<file path="src/rtl/tt_capture_if.sv">
`default_nettype none
// ============================================================================
//  Module   : tt_capture_if
//  Purpose  : Word-stream handshake bundle between the truth-table capture
//             engine (master) and its consumer (slave).
//  Signals  : word_valid  master->slave  word available
//             word_ready  slave->master  consumer accepts when high with valid
//             word_data   master->slave  32-bit slice of the truth table
//             word_idx    master->slave  index of the offered word (3 down to 0)
//  Revision : 1.0  initial release
// ============================================================================
interface tt_capture_if;
    logic        word_valid;
    logic        word_ready;
    logic [31:0] word_data;
    logic [1:0]  word_idx;

    modport master (
        output word_valid,
        output word_data,
        output word_idx,
        input  word_ready
    );

    modport slave (
        input  word_valid,
        input  word_data,
        input  word_idx,
        output word_ready
    );
endinterface
`default_nettype wire

</file>
<file path="src/rtl/tt_capture.sv">
`default_nettype none
// ============================================================================
//  Module   : tt_capture
//  Purpose  : Sweeps all 128 minterms of a 7-input function block, samples its
//             output for each, assembles the 128-bit truth table, counts the
//             onset and streams the table as four 32-bit words, MS word first.
//  Ports    : clk     rising-edge clock
//             rst_n   asynchronous active-low reset
//             start   begin a capture (sampled only while idle)
//             x       minterm presented to the function block
//             f_in    function block output for the current x
//             busy    capture or stream in progress
//             done    single-cycle pulse after the last word is accepted
//             tt      captured truth table, bit i = f(x = i)
//             ones    onset count (0..128)
//             stream  word stream (valid/ready/data/idx), master side
//  Params   : SETTLE  wait cycles between presenting x and sampling f_in (0..15)
//  Revision : 1.0  initial release
// ============================================================================
module tt_capture #(
    parameter int unsigned SETTLE = 1
) (
    input  wire logic         clk,
    input  wire logic         rst_n,
    input  wire logic         start,
    output logic [6:0]        x,
    input  wire logic         f_in,
    output logic              busy,
    output logic              done,
    output logic [127:0]      tt,
    output logic [7:0]        ones,
    tt_capture_if.master      stream
);

    localparam logic [1:0] S_IDLE   = 2'd0;
    localparam logic [1:0] S_SWEEP  = 2'd1;
    localparam logic [1:0] S_STREAM = 2'd2;

    localparam logic [3:0] C_SETTLE = 4'(SETTLE);
    localparam logic [6:0] C_LAST   = 7'd127;

    logic [1:0]   state_q, state_d;
    logic [6:0]   idx_q,   idx_d;
    logic [3:0]   cnt_q,   cnt_d;
    logic [127:0] tt_q,    tt_d;
    logic [7:0]   ones_q,  ones_d;
    logic [1:0]   widx_q,  widx_d;
    logic         busy_q,  busy_d;
    logic         done_q,  done_d;
    logic         wval_q,  wval_d;

    logic         w_hs;

    assign w_hs = wval_q & stream.word_ready;

    // ------------------------------------------------------------------
    // State register
    // ------------------------------------------------------------------
    always_ff @(posedge clk or negedge rst_n) begin
        if (!rst_n) begin
            state_q <= S_IDLE;
        end else begin
            state_q <= state_d;
        end
    end

    // ------------------------------------------------------------------
    // Next-state logic
    // ------------------------------------------------------------------
    always_comb begin
        state_d = state_q;
        case (state_q)
            S_IDLE: begin
                if (start) begin
                    state_d = S_SWEEP;
                end
            end
            S_SWEEP: begin
                if ((cnt_q == 4'd0) && (idx_q == C_LAST)) begin
                    state_d = S_STREAM;
                end
            end
            S_STREAM: begin
                if (w_hs && (widx_q == 2'd0)) begin
                    state_d = S_IDLE;
                end
            end
            default: state_d = S_IDLE;
        endcase
    end

    // ------------------------------------------------------------------
    // Datapath / output next-values
    // ------------------------------------------------------------------
    always_comb begin
        idx_d  = idx_q;
        cnt_d  = cnt_q;
        tt_d   = tt_q;
        ones_d = ones_q;
        widx_d = widx_q;
        case (state_q)
            S_IDLE: begin
                if (start) begin
                    tt_d   = '0;
                    ones_d = '0;
                    idx_d  = '0;
                    cnt_d  = C_SETTLE;
                end
            end
            S_SWEEP: begin
                if (cnt_q != 4'd0) begin
                    cnt_d = cnt_q - 4'd1;
                end else begin
                    tt_d[idx_q] = f_in;
                    ones_d      = ones_q + {7'd0, f_in};
                    if (idx_q == C_LAST) begin
                        // x stays parked on 127 until the next start
                        widx_d = 2'd3;
                    end else begin
                        idx_d = idx_q + 7'd1;
                        cnt_d = C_SETTLE;
                    end
                end
            end
            S_STREAM: begin
                if (w_hs) begin
                    // the last accepted word leaves word_idx at 0, not wrapped
                    widx_d = (widx_q != 2'd0) ? (widx_q - 2'd1) : 2'd0;
                end
            end
            default: ;
        endcase

        // flags are derived from the upcoming state so they are registered
        busy_d = (state_d != S_IDLE);
        wval_d = (state_d == S_STREAM);
        done_d = (state_q == S_STREAM) && w_hs && (widx_q == 2'd0);
    end

    always_ff @(posedge clk or negedge rst_n) begin
        if (!rst_n) begin
            idx_q  <= '0;
            cnt_q  <= '0;
            tt_q   <= '0;
            ones_q <= '0;
            widx_q <= '0;
            busy_q <= 1'b0;
            done_q <= 1'b0;
            wval_q <= 1'b0;
        end else begin
            idx_q  <= idx_d;
            cnt_q  <= cnt_d;
            tt_q   <= tt_d;
            ones_q <= ones_d;
            widx_q <= widx_d;
            busy_q <= busy_d;
            done_q <= done_d;
            wval_q <= wval_d;
        end
    end

    assign x                 = idx_q;
    assign tt                = tt_q;
    assign ones              = ones_q;
    assign busy              = busy_q;
    assign done              = done_q;
    assign stream.word_valid = wval_q;
    assign stream.word_idx   = widx_q;
    assign stream.word_data  = tt_q[{widx_q, 5'd0} +: 32];

endmodule
`default_nettype wire

</file>
<file path="src/flat_wrapper.sv">
// flat-port wrapper written by rule: the top's interface ports become plain ports
module tt_capture_flat 
#(
    parameter int unsigned SETTLE = 1
)
  (clk, rst_n, start, x, f_in, busy, done, tt, ones, stream_word_valid, stream_word_data, stream_word_idx, stream_word_ready);
  tt_capture_if stream_i ();
  input  wire logic clk;
  input  wire logic rst_n;
  input  wire logic start;
  output logic [6:0] x;
  input  wire logic f_in;
  output logic busy;
  output logic done;
  output logic [127:0] tt;
  output logic [7:0] ones;
  output wire logic [$bits(stream_i.word_valid)-1:0] stream_word_valid;
  output wire logic [$bits(stream_i.word_data)-1:0] stream_word_data;
  output wire logic [$bits(stream_i.word_idx)-1:0] stream_word_idx;
  input wire logic [$bits(stream_i.word_ready)-1:0] stream_word_ready;
  assign stream_word_valid = stream_i.word_valid;
  assign stream_word_data = stream_i.word_data;
  assign stream_word_idx = stream_i.word_idx;
  assign stream_i.word_ready = stream_word_ready;
  tt_capture #(.SETTLE(SETTLE)) u_core (.clk(clk), .rst_n(rst_n), .start(start), .x(x), .f_in(f_in), .busy(busy), .done(done), .tt(tt), .ones(ones), .stream(stream_i));
endmodule
</file>
<file path="config.mk">
export PLATFORM = sky130hd
export DESIGN_NAME = tt_capture_flat
export DESIGN_NICKNAME = d
export VERILOG_FILES = /design/src/rtl/tt_capture_if.sv /design/src/rtl/tt_capture.sv /design/src/flat_wrapper.sv
export SDC_FILE = /design/constraint.sdc
export NUM_CORES = 1
export LEC_CHECK = 0
export ABC_AREA = 1
export CAP_MARGIN = 20
export CELL_PAD_IN_SITES_DETAIL_PLACEMENT = 0
export CELL_PAD_IN_SITES_GLOBAL_PLACEMENT = 1
export CORE_MARGIN = 10
export CORE_UTILIZATION = 33
export DETAILED_ROUTE_END_ITERATION = 10
export PLACE_DENSITY = 0.86
export SLEW_MARGIN = 20
export SYNTH_ARGS = -nofsm -noshare
export SYNTH_HDL_FRONTEND = slang
export SYNTH_SLANG_ARGS = --single-unit
</file>
<file path="constraint.sdc">
create_clock -name clk -period 1.6 [get_ports clk]
set_clock_uncertainty 0.15 [all_clocks]
set_input_delay 0.16 -clock clk [delete_from_list [all_inputs] [get_ports clk]]
set_output_delay 0.16 -clock clk [all_outputs]
set_load 0.05 [all_outputs]
</file>
* Yosys cells after proc, flatten, opt, wreduce, memory -nomap -nowiden
Index checks and enable logic that the tools add are counted.
** Cells by class
- Add/subtract/negate cells :: 4
- Order comparisons :: 2
- Equal/unequal tests :: 10
- Shifts and indexed selects :: 1
- Muxes and demuxes :: 26
- Bitwise logic cells :: 1
- Reduce and logical (&&, ||, !) cells :: 17
** Operators with widths (number)
- 2-to-1 mux 128 bit :: 2
- one-hot mux 128 bit (2 select lines) :: 1
- bitwise mux 128 bit :: 1
- indexed part select 128 x 8 -> 32 bit :: 1
- 2-to-1 mux 7 bit :: 3
- 2-to-1 mux 8 bit :: 2
- one-hot mux 8 bit (2 select lines) :: 1
- 2-to-1 mux 2 bit :: 7
- one-hot mux 7 bit (2 select lines) :: 1
- 2-to-1 mux 4 bit :: 3
- adder 8 x 1 -> 8 bit :: 1
- < comparator 7 x 8 -> 1 bit, second input constant :: 1
- one-hot mux 4 bit (2 select lines) :: 1
- AND reduction 4 bit :: 2
- nonzero test 2 bit :: 4
- adder 7 x 1 -> 7 bit, second input constant :: 1
- demux 1 bit (select 7 bit) :: 1
- == test 7 bit, second input constant :: 1
- >= comparator 7 x 1 -> 1 bit, second input constant :: 1
- != test 2 bit, second input constant :: 3
- one-hot mux 2 bit (3 select lines) :: 1
- AND reduction 3 bit :: 2
- logical AND 1 bit :: 5
- == test 2 bit, second input constant :: 2
- other kinds (11) :: 13
** Storage, ports and cells
- Register bits after elaboration :: 154
- Output and inout bits :: 180

* Depth between registers and ports, before layout
Gate-level depths: netlist of run 1.
- Depth in word-level cells :: 7
- Mapped depth :: 11

* Least setup slack after synthesis of run 1
OpenSTA, ideal clock, no wires.
- Kind :: register to output
- Start :: register u_core.widx_q[1], in the netlist u_core.stream.word_idx[1]
- End :: output stream_word_data[0]
- Arrival :: 2156 ps
- Setup slack :: -866 ps
- Cell stages (with the launch flop) :: 5
- Cells stage by stage :: dfrtp_1 clkbuf_1 clkinv_1 clkbuf_1 o22ai_1
** Between the ends
- Cells in the longest elaborated chain, start to end :: 1
** Ends and longest elaborated chain
- start: declaration :: line tt_capture.sv:47 : logic [1:0] widx_q, widx_d;
- start signal: assignment :: line tt_capture.sv:155 : widx_q <= widx_d;
- indexed part select 128 x 8 -> 32 bit :: line tt_capture.sv:169 : assign stream.word_data = tt_q[{widx_q, 5'd0} +: 32];
- end: declaration :: line flat_wrapper.sv:18 : output wire logic [$bits(stream_i.word_data)-1:0] stream_word_data;
No other way between the ends.

* Worst setup path in the final report of run 1
- Start :: register u_core.widx_q[0], in the netlist u_core.stream.word_idx[0]
- End :: output stream_word_data[8]
Same word-level chain as after synthesis.

==> results of run 1 <==
==> through the flow <==
step	TNS (ps)	setup WS (ps)
detailed placement	-37840	-407
finish	-35860	-583
floorplan	-3680	-119
CTS	-30500	-575
global placement	-35110	-306
global route	-43690	-626
==> layout make-up <==
class / count / area [µm²] / share of cell area
clock inverter: 12 / 138 / 0.00749
timing repair inverter: 1 / 16.3 / 0.000885
sequential: 154 / 3870 / 0.210
inverter: 74 / 363 / 0.0197
clock buffer: 20 / 457 / 0.0248
multi-input combinational: 965 / 6380 / 0.347
tap: 341 / 427 / 0.0232
timing repair buffer: 422 / 6740 / 0.367
==> final timing paths <==
path | from | endpoint | slack [ps] | cells past startpoint
worst max-delay path | u_core.stream.word_idx[0]$_DFFE_PN0P_ | stream_word_data[8] | -580 | 6
worst min-delay path | rst_n | u_core.ones[2]$_DFFE_PN0P_ | 90 | 2
worst max register to register | u_core.state_q[1]$_DFF_PN0_ | u_core.tt[90]$_DFFE_PN0P_ | -220 | 9
worst min register to register | u_core.cnt_q[0]$_DFFE_PN0P_ | u_core.cnt_q[0]$_DFFE_PN0P_ | 370 | 2
max in group asynchronous | rst_n | u_core.tt[8]$_DFFE_PN0P_ | 630 | 3
min in group clk | stream_word_ready | u_core.done$_DFF_PN0_ | 240 | 3
==> logic make-up (layout without fill, tap and decap cells) <==
logic type / count (synthesis) / in the layout
simple gates: 743 / 745
compound gates: 185 / 185
buf+inv: 164 / 529
flops: 154 / 154
mux: 29 / 29
fa+ha+maj: 5 / 5
xor+xnor: 1 / 1
==> worst register-to-register path, cell delays in order (launching register included) <==
cell and delay (ps):
dfrtp_1 440, nor2_4 200, nand3_4 130, nand2_8 120, buf_12 140, buf_12 150, buf_8 140, buf_16 130
nand3_2 70, nand2_1 80
==> flip-flops by register name, indices dropped and copies added, names as in the netlist <==
register                  count
u_core.stream.word_valid      1
u_core.done                   1
u_core.ones                   8
u_core.cnt_q                  4
u_core.tt                   128
u_core.state_q                2
u_core.stream.word_idx        2
u_core.busy                   1
u_core.x                      7
==> metal layers <==
metal / vias up / wire length, µm
met4: 0 / 2310
met1: 5566 / 17100
met3: 181 / 4740
met5: - / 0
li1: 4966 / -
met2: 777 / 22500
==> cells in the final DEF (no fill, tap or decap), types with 52 or more instances in the layout <==
cell type  synthesis  routed
buf_12             0     200
buf_4             24     106
buf_6              1      52
dfrtp_1          154     144
inv_1             70      52
nand2_1          415     318
nand2_2            3      73
nand3_2            8      62
nor2_1           149      90
o21ai_1           21      73
==> power breakdown <==
| group | internal [µW] | switching [µW] |
|---|---|---|
| logic | 628 | 870 |
| registers | 3980 | 158 |
| clock network | 2400 | 1790 |
==> synth_stat cells <==
cell        n
nand2_1   415
dfrtp_1   154
nor2_1    149
o21ai_0   131
nand3_1   115
inv_1      70
nand4_1    49
clkbuf_1   34
buf_2      31
mux2i_1    29
o22ai_1    29
buf_4      24
o21ai_1    21
nand3_2     8
ha_1        5
nand2_2     3
o211ai_1    3
or2_2       3
clkinv_1    2
inv_2       2
buf_6       1
nor2_2      1
o21bai_1    1
xor2_1      1
==> repair_timing <==
| item | in CTS | in global routing |
|---|---|---|
| gates resized for setup | 295 | 286 |
| endpoints found under the setup margin | 181 | 189 |
| hold buffers | 1 | 0 |
| gates cloned | 34 | 18 |
| hold endpoints to repair | 154 | 0 |
| pin swaps | 60 | 98 |
| setup buffers | 44 | 15 |
==> results.json, run 1 <==
{
  "violations": "setup timing",
  "dp_hpwl_um": 25800,
  "grt_use_met1": 0.301,
  "synthMuxAreaShare": 0.0320,
  "rsz0062_at_grt": "yes",
  "drive_above_1_share": 0.500,
  "synth_top_family_by_area": "simple AND/OR/NAND/NOR gates",
  "cts.path.max_buffers": 2,
  "drt-pass1-iter-count": 5,
  "fp-row-count": 60,
  "grt_pass1_wl_um": 66700,
  "ys_types": 24,
  "finalCriticalPeriod_ps": 2180,
  "met2_usage": 0.418,
  "post-route-drc-count": 0,
  "htreeDepth": 4,
  "clkSinkCount": 154,
  "gp_congestion": 0.893,
  "syn-cell-area_um2": 9060,
  "fin_nets": 1645,
  "cpLargestDelayFamily": "buffers and inverters",
  "setup_viol": 184,
  "drtIter0Drc": 1314,
  "syn_to_final_growth_pct": 103,
  "clock.fmax_mhz": 458,
  "overflow": 0,
  "synth-warning-count": 0,
  "synth_nets": 1291,
  "cp_slowest_cell": "dfrtp_4",
  "portBuffers": 184,
  "ys_seq_area_frac": 0.425,
  "synth_top_area_frac": 0.425,
  "critPathArrivalTime_ps": 1870,
  "use_met3": 0.0468,
  "ios": 185,
  "status": "finished with violations",
  "hold_viol_final": 0,
  "cts_tree": "yes",
  "fin_ws_ps": -583,
  "dpl.cell_count": 1861,
  "die_y_um": 186,
  "start_util": 0.336,
  "netlist_instances": 1281,
  "clk_pin_slew_ps": 70,
  "post-route-period-util": 1.36,
  "synth_compound_area_frac": 0.107,
  "maxCapViolCount": 0,
  "cpMostUsedCell": "buf_12",
  "antenna_cells": 0,
  "via_count": 11500,
  "required_ps": 1290,
  "fin_util": 0.682,
  "total_power_uw": 9830,
  "crit_path_start_kind": "register",
  "p_leak_uw": 0.00836,
  "drtAntennaViolNets": 0,
  "vias_per_cell": 5.78,
  "synthSimpleGateAreaFrac": 0.345,
  "yosys-top-cells-area": "dfrtp_1 (43%), nand2_1 (17%), o21ai_0 (7.2%), nand3_1 (6.4%), nor2_1 (6.2%)",
  "cts_buffers": 17,
  "fillers": 1846,
  "worst_slew_pin_slew_ps": 468,
  "cp_max_fo": 21,
  "dpl_cell_area_um2": 14400,
  "path_buf_inv": 4,
  "powerDensity_nw_per_um2": 535,
  "yosys.area.top_type": "dfrtp_1",
  "timing.final.max_slew_violations": 0,
  "antenna_found_initial": 0,
  "grt_use_total": 0.249,
  "grt_pass1_vias": 11300,
  "synth_xor_area_frac": 0.000966,
  "crit_path_max_incr_delay_ps": 510,
  "grt_start_max_net_pins": 55,
  "worst_hold_path_type": "in2async",
  "die_area_um2": 34500,
  "max_slew_margin": 0.688,
  "layout.cells.non_filler": 1989,
  "critPathKind": "reg2out",
  "post-route-cell-area_um2": 18400,
  "drt-wirelength-per-cell_um": 23.5,
  "root_buffer": "clkbuf_16",
  "postSynthAreaPerCell_um2": 7.07,
  "worstPathCellList": "buf_12 > buf_12 > mux2i_1 > buf_4 > o22ai_4 > buf_6",
  "ir_drop_uv": 536,
  "clock_latency_ps": 430,
  "critPathCaptureType": "output pin",
  "synth_adder_area_share": 0.00690,
  "ys_ff_latch": 154,
  "wl_um": 46700,
  "whs_ps": 87.1,
  "grt-busiest-layer": "met2",
  "die_w_um": 186,
  "core-area_um2": 27000
}
Power figures use the tool's default switching activity.
==> run 2: changes to the inputs <==
- CORE_UTILIZATION: 33 -> 34
- PLACE_DENSITY: 0.86 -> 0.88
==> run 2 against run 1 <==
The run still ends with setup timing left. Hold slack worse by 35 ps. Utilization increased by 2.5 points. First-iteration DRC count grew 14%. Register-to-register slack got worse by 90 ps. Routed wire length rose by 1.9%. Clock power increased by 4%. Critical endpoint is now stream_word_data[23].
==> results.json, run 2 (same netlist as run 1, synthesis figures left out) <==
{
  "portBuffers": 184,
  "clock_latency_ps": 440,
  "fp-row-count": 59,
  "cp_max_fo": 13,
  "fin_nets": 1650,
  "clock.fmax_mhz": 451,
  "gp_congestion": 0.880,
  "critPathKind": "reg2out",
  "ios": 185,
  "setup_viol": 181,
  "via_count": 11800,
  "ir_drop_uv": 511,
  "grt_pass1_wl_um": 69600,
  "grt_pass1_vias": 11600,
  "fin_ws_ps": -618,
  "timing.final.max_slew_violations": 0,
  "critPathArrivalTime_ps": 1910,
  "wl_um": 47600,
  "root_buffer": "clkbuf_16",
  "grt_start_max_net_pins": 42,
  "drt-pass1-iter-count": 6,
  "drtIter0Drc": 1492,
  "maxCapViolCount": 0,
  "worst_slew_pin_slew_ps": 443,
  "cts_buffers": 17,
  "rsz0062_at_grt": "yes",
  "antenna_cells": 0,
  "finalCriticalPeriod_ps": 2220,
  "largest_reg_flops": 128,
  "drt-wirelength-per-cell_um": 23.9,
  "hold_viol_final": 0,
  "p_leak_uw": 0.00829,
  "post-route-period-util": 1.39,
  "antenna_found_initial": 0,
  "required_ps": 1290,
  "drive_above_1_share": 0.528,
  "syn_to_final_growth_pct": 104,
  "dpl_worst_slack_ps": -267,
  "cts.path.max_buffers": 2,
  "die_area_um2": 33600,
  "start_util": 0.347,
  "violations": "setup timing",
  "clk_pin_slew_ps": 70,
  "post-route-drc-count": 0,
  "worst-r2r-setup-slack_ps": -310,
  "fin_util": 0.707,
  "core-area_um2": 26100,
  "die_w_um": 183,
  "dp_hpwl_um": 25700,
  "crit_path_start_kind": "register",
  "drtAntennaViolNets": 0,
  "max_slew_margin": 0.704,
  "overflow": 0,
  "critPathCaptureType": "output pin",
  "powerDensity_nw_per_um2": 540,
  "grt_use_total": 0.264,
  "worst_hold_path_type": "in2async",
  "final_cell_mix": "nand2_1 (296), buf_12 (202), dfrtp_1 (144)",
  "status": "finished with violations",
  "clkSinkCount": 154,
  "htreeDepth": 4,
  "die_y_um": 183,
  "cts_tree": "yes",
  "vias_per_cell": 5.92,
  "final_common_cell": "nand2_1"
}
==> run 2: changes by cell type in the layout (fill, tap and decap cells not counted), moves of 14 or more <==
cell,change
o21ai_2,+31
mux2i_1,-14
nand3_1,+22
nand2_1,-22
nand3_2,-20
mux2i_4,+15
o21ai_1,-40
==> run 2: power by group <==
part | switching (µW) | internal, µW
sequential | 170 | 3980
combinational | 857 | 614
clock | 1990 | 2370
total | 3010 | 6960
==> run 2: what timing repair did <==
item / CTS / global route
pin swaps: 89 / 109
setup buffers: 52 / 25
endpoints found under the setup margin: 188 / 187
hold buffers: 1 / 0
gates cloned: 42 / 3
endpoints found under the hold margin: 154 / 0
gates resized for setup: 343 / 294
==> run 2: stage by stage <==
stage | TNS (ps) | total power (µW) | hold slack, ps | cell area (µm²) | cells
finish | -43800 | 9980 | 51.7 | 18500 | 1988
CTS | -41520 | 9850 | 62.0 | 17800 | 1984
global placement | -24130 | 5560 | -43.8 | 14400 | 1860
floorplan | -3680 | 4850 | -286 | 9940 | 1281
global route | -54290 | 10200 | 96.9 | 18500 | 1988
detailed placement | -26500 | 5590 | -40.2 | 14400 | 1860
==> run 2: cell type report <==
type / count / area [µm²]
Clock inverter: 15 / 178
Tap cell: 335 / 419
Sequential cell: 154 / 3870
Inverter: 74 / 348
Timing Repair Buffer: 421 / 6450
Timing Repair inverter: 3 / 36.3
Clock buffer: 17 / 425
Multi-Input combinational cell: 969 / 6750
Fill cell: 1664 / 7650
==> run 2: metal layers <==
layer,vias to the layer above,part of all wire,GRT usage
li1,4971,-,-
met1,5686,0.35,0.304
met2,888,0.48,0.431
met3,232,0.11,0.0721
met4,0,0.065,0.158
met5,-,0,0
==> run 2: path summary, 6_finish.rpt <==
check | depth (start not counted) | startpoint | endpoint
max | 5 | u_core.stream.word_idx[0]$_DFFE_PN0P_ | stream_word_data[23]
min | 2 | rst_n | u_core.ones[6]$_DFFE_PN0P_
max reg2reg | 8 | u_core.x[5]$_DFFE_PN0P_ | u_core.tt[41]$_DFFE_PN0P_
min reg2reg | 2 | u_core.cnt_q[0]$_DFFE_PN0P_ | u_core.cnt_q[0]$_DFFE_PN0P_
max in group asynchronous | 3 | rst_n | u_core.tt[45]$_DFFE_PN0P_
min in group clk | 3 | stream_word_ready | u_core.done$_DFF_PN0_
==> run 2: critical path, stage by stage (launching register included) <==
cell	delay [ps]
dfrtp_4	500
buf_6	250
o21ai_0	160
buf_4	160
o22ai_4	160
buf_4	230
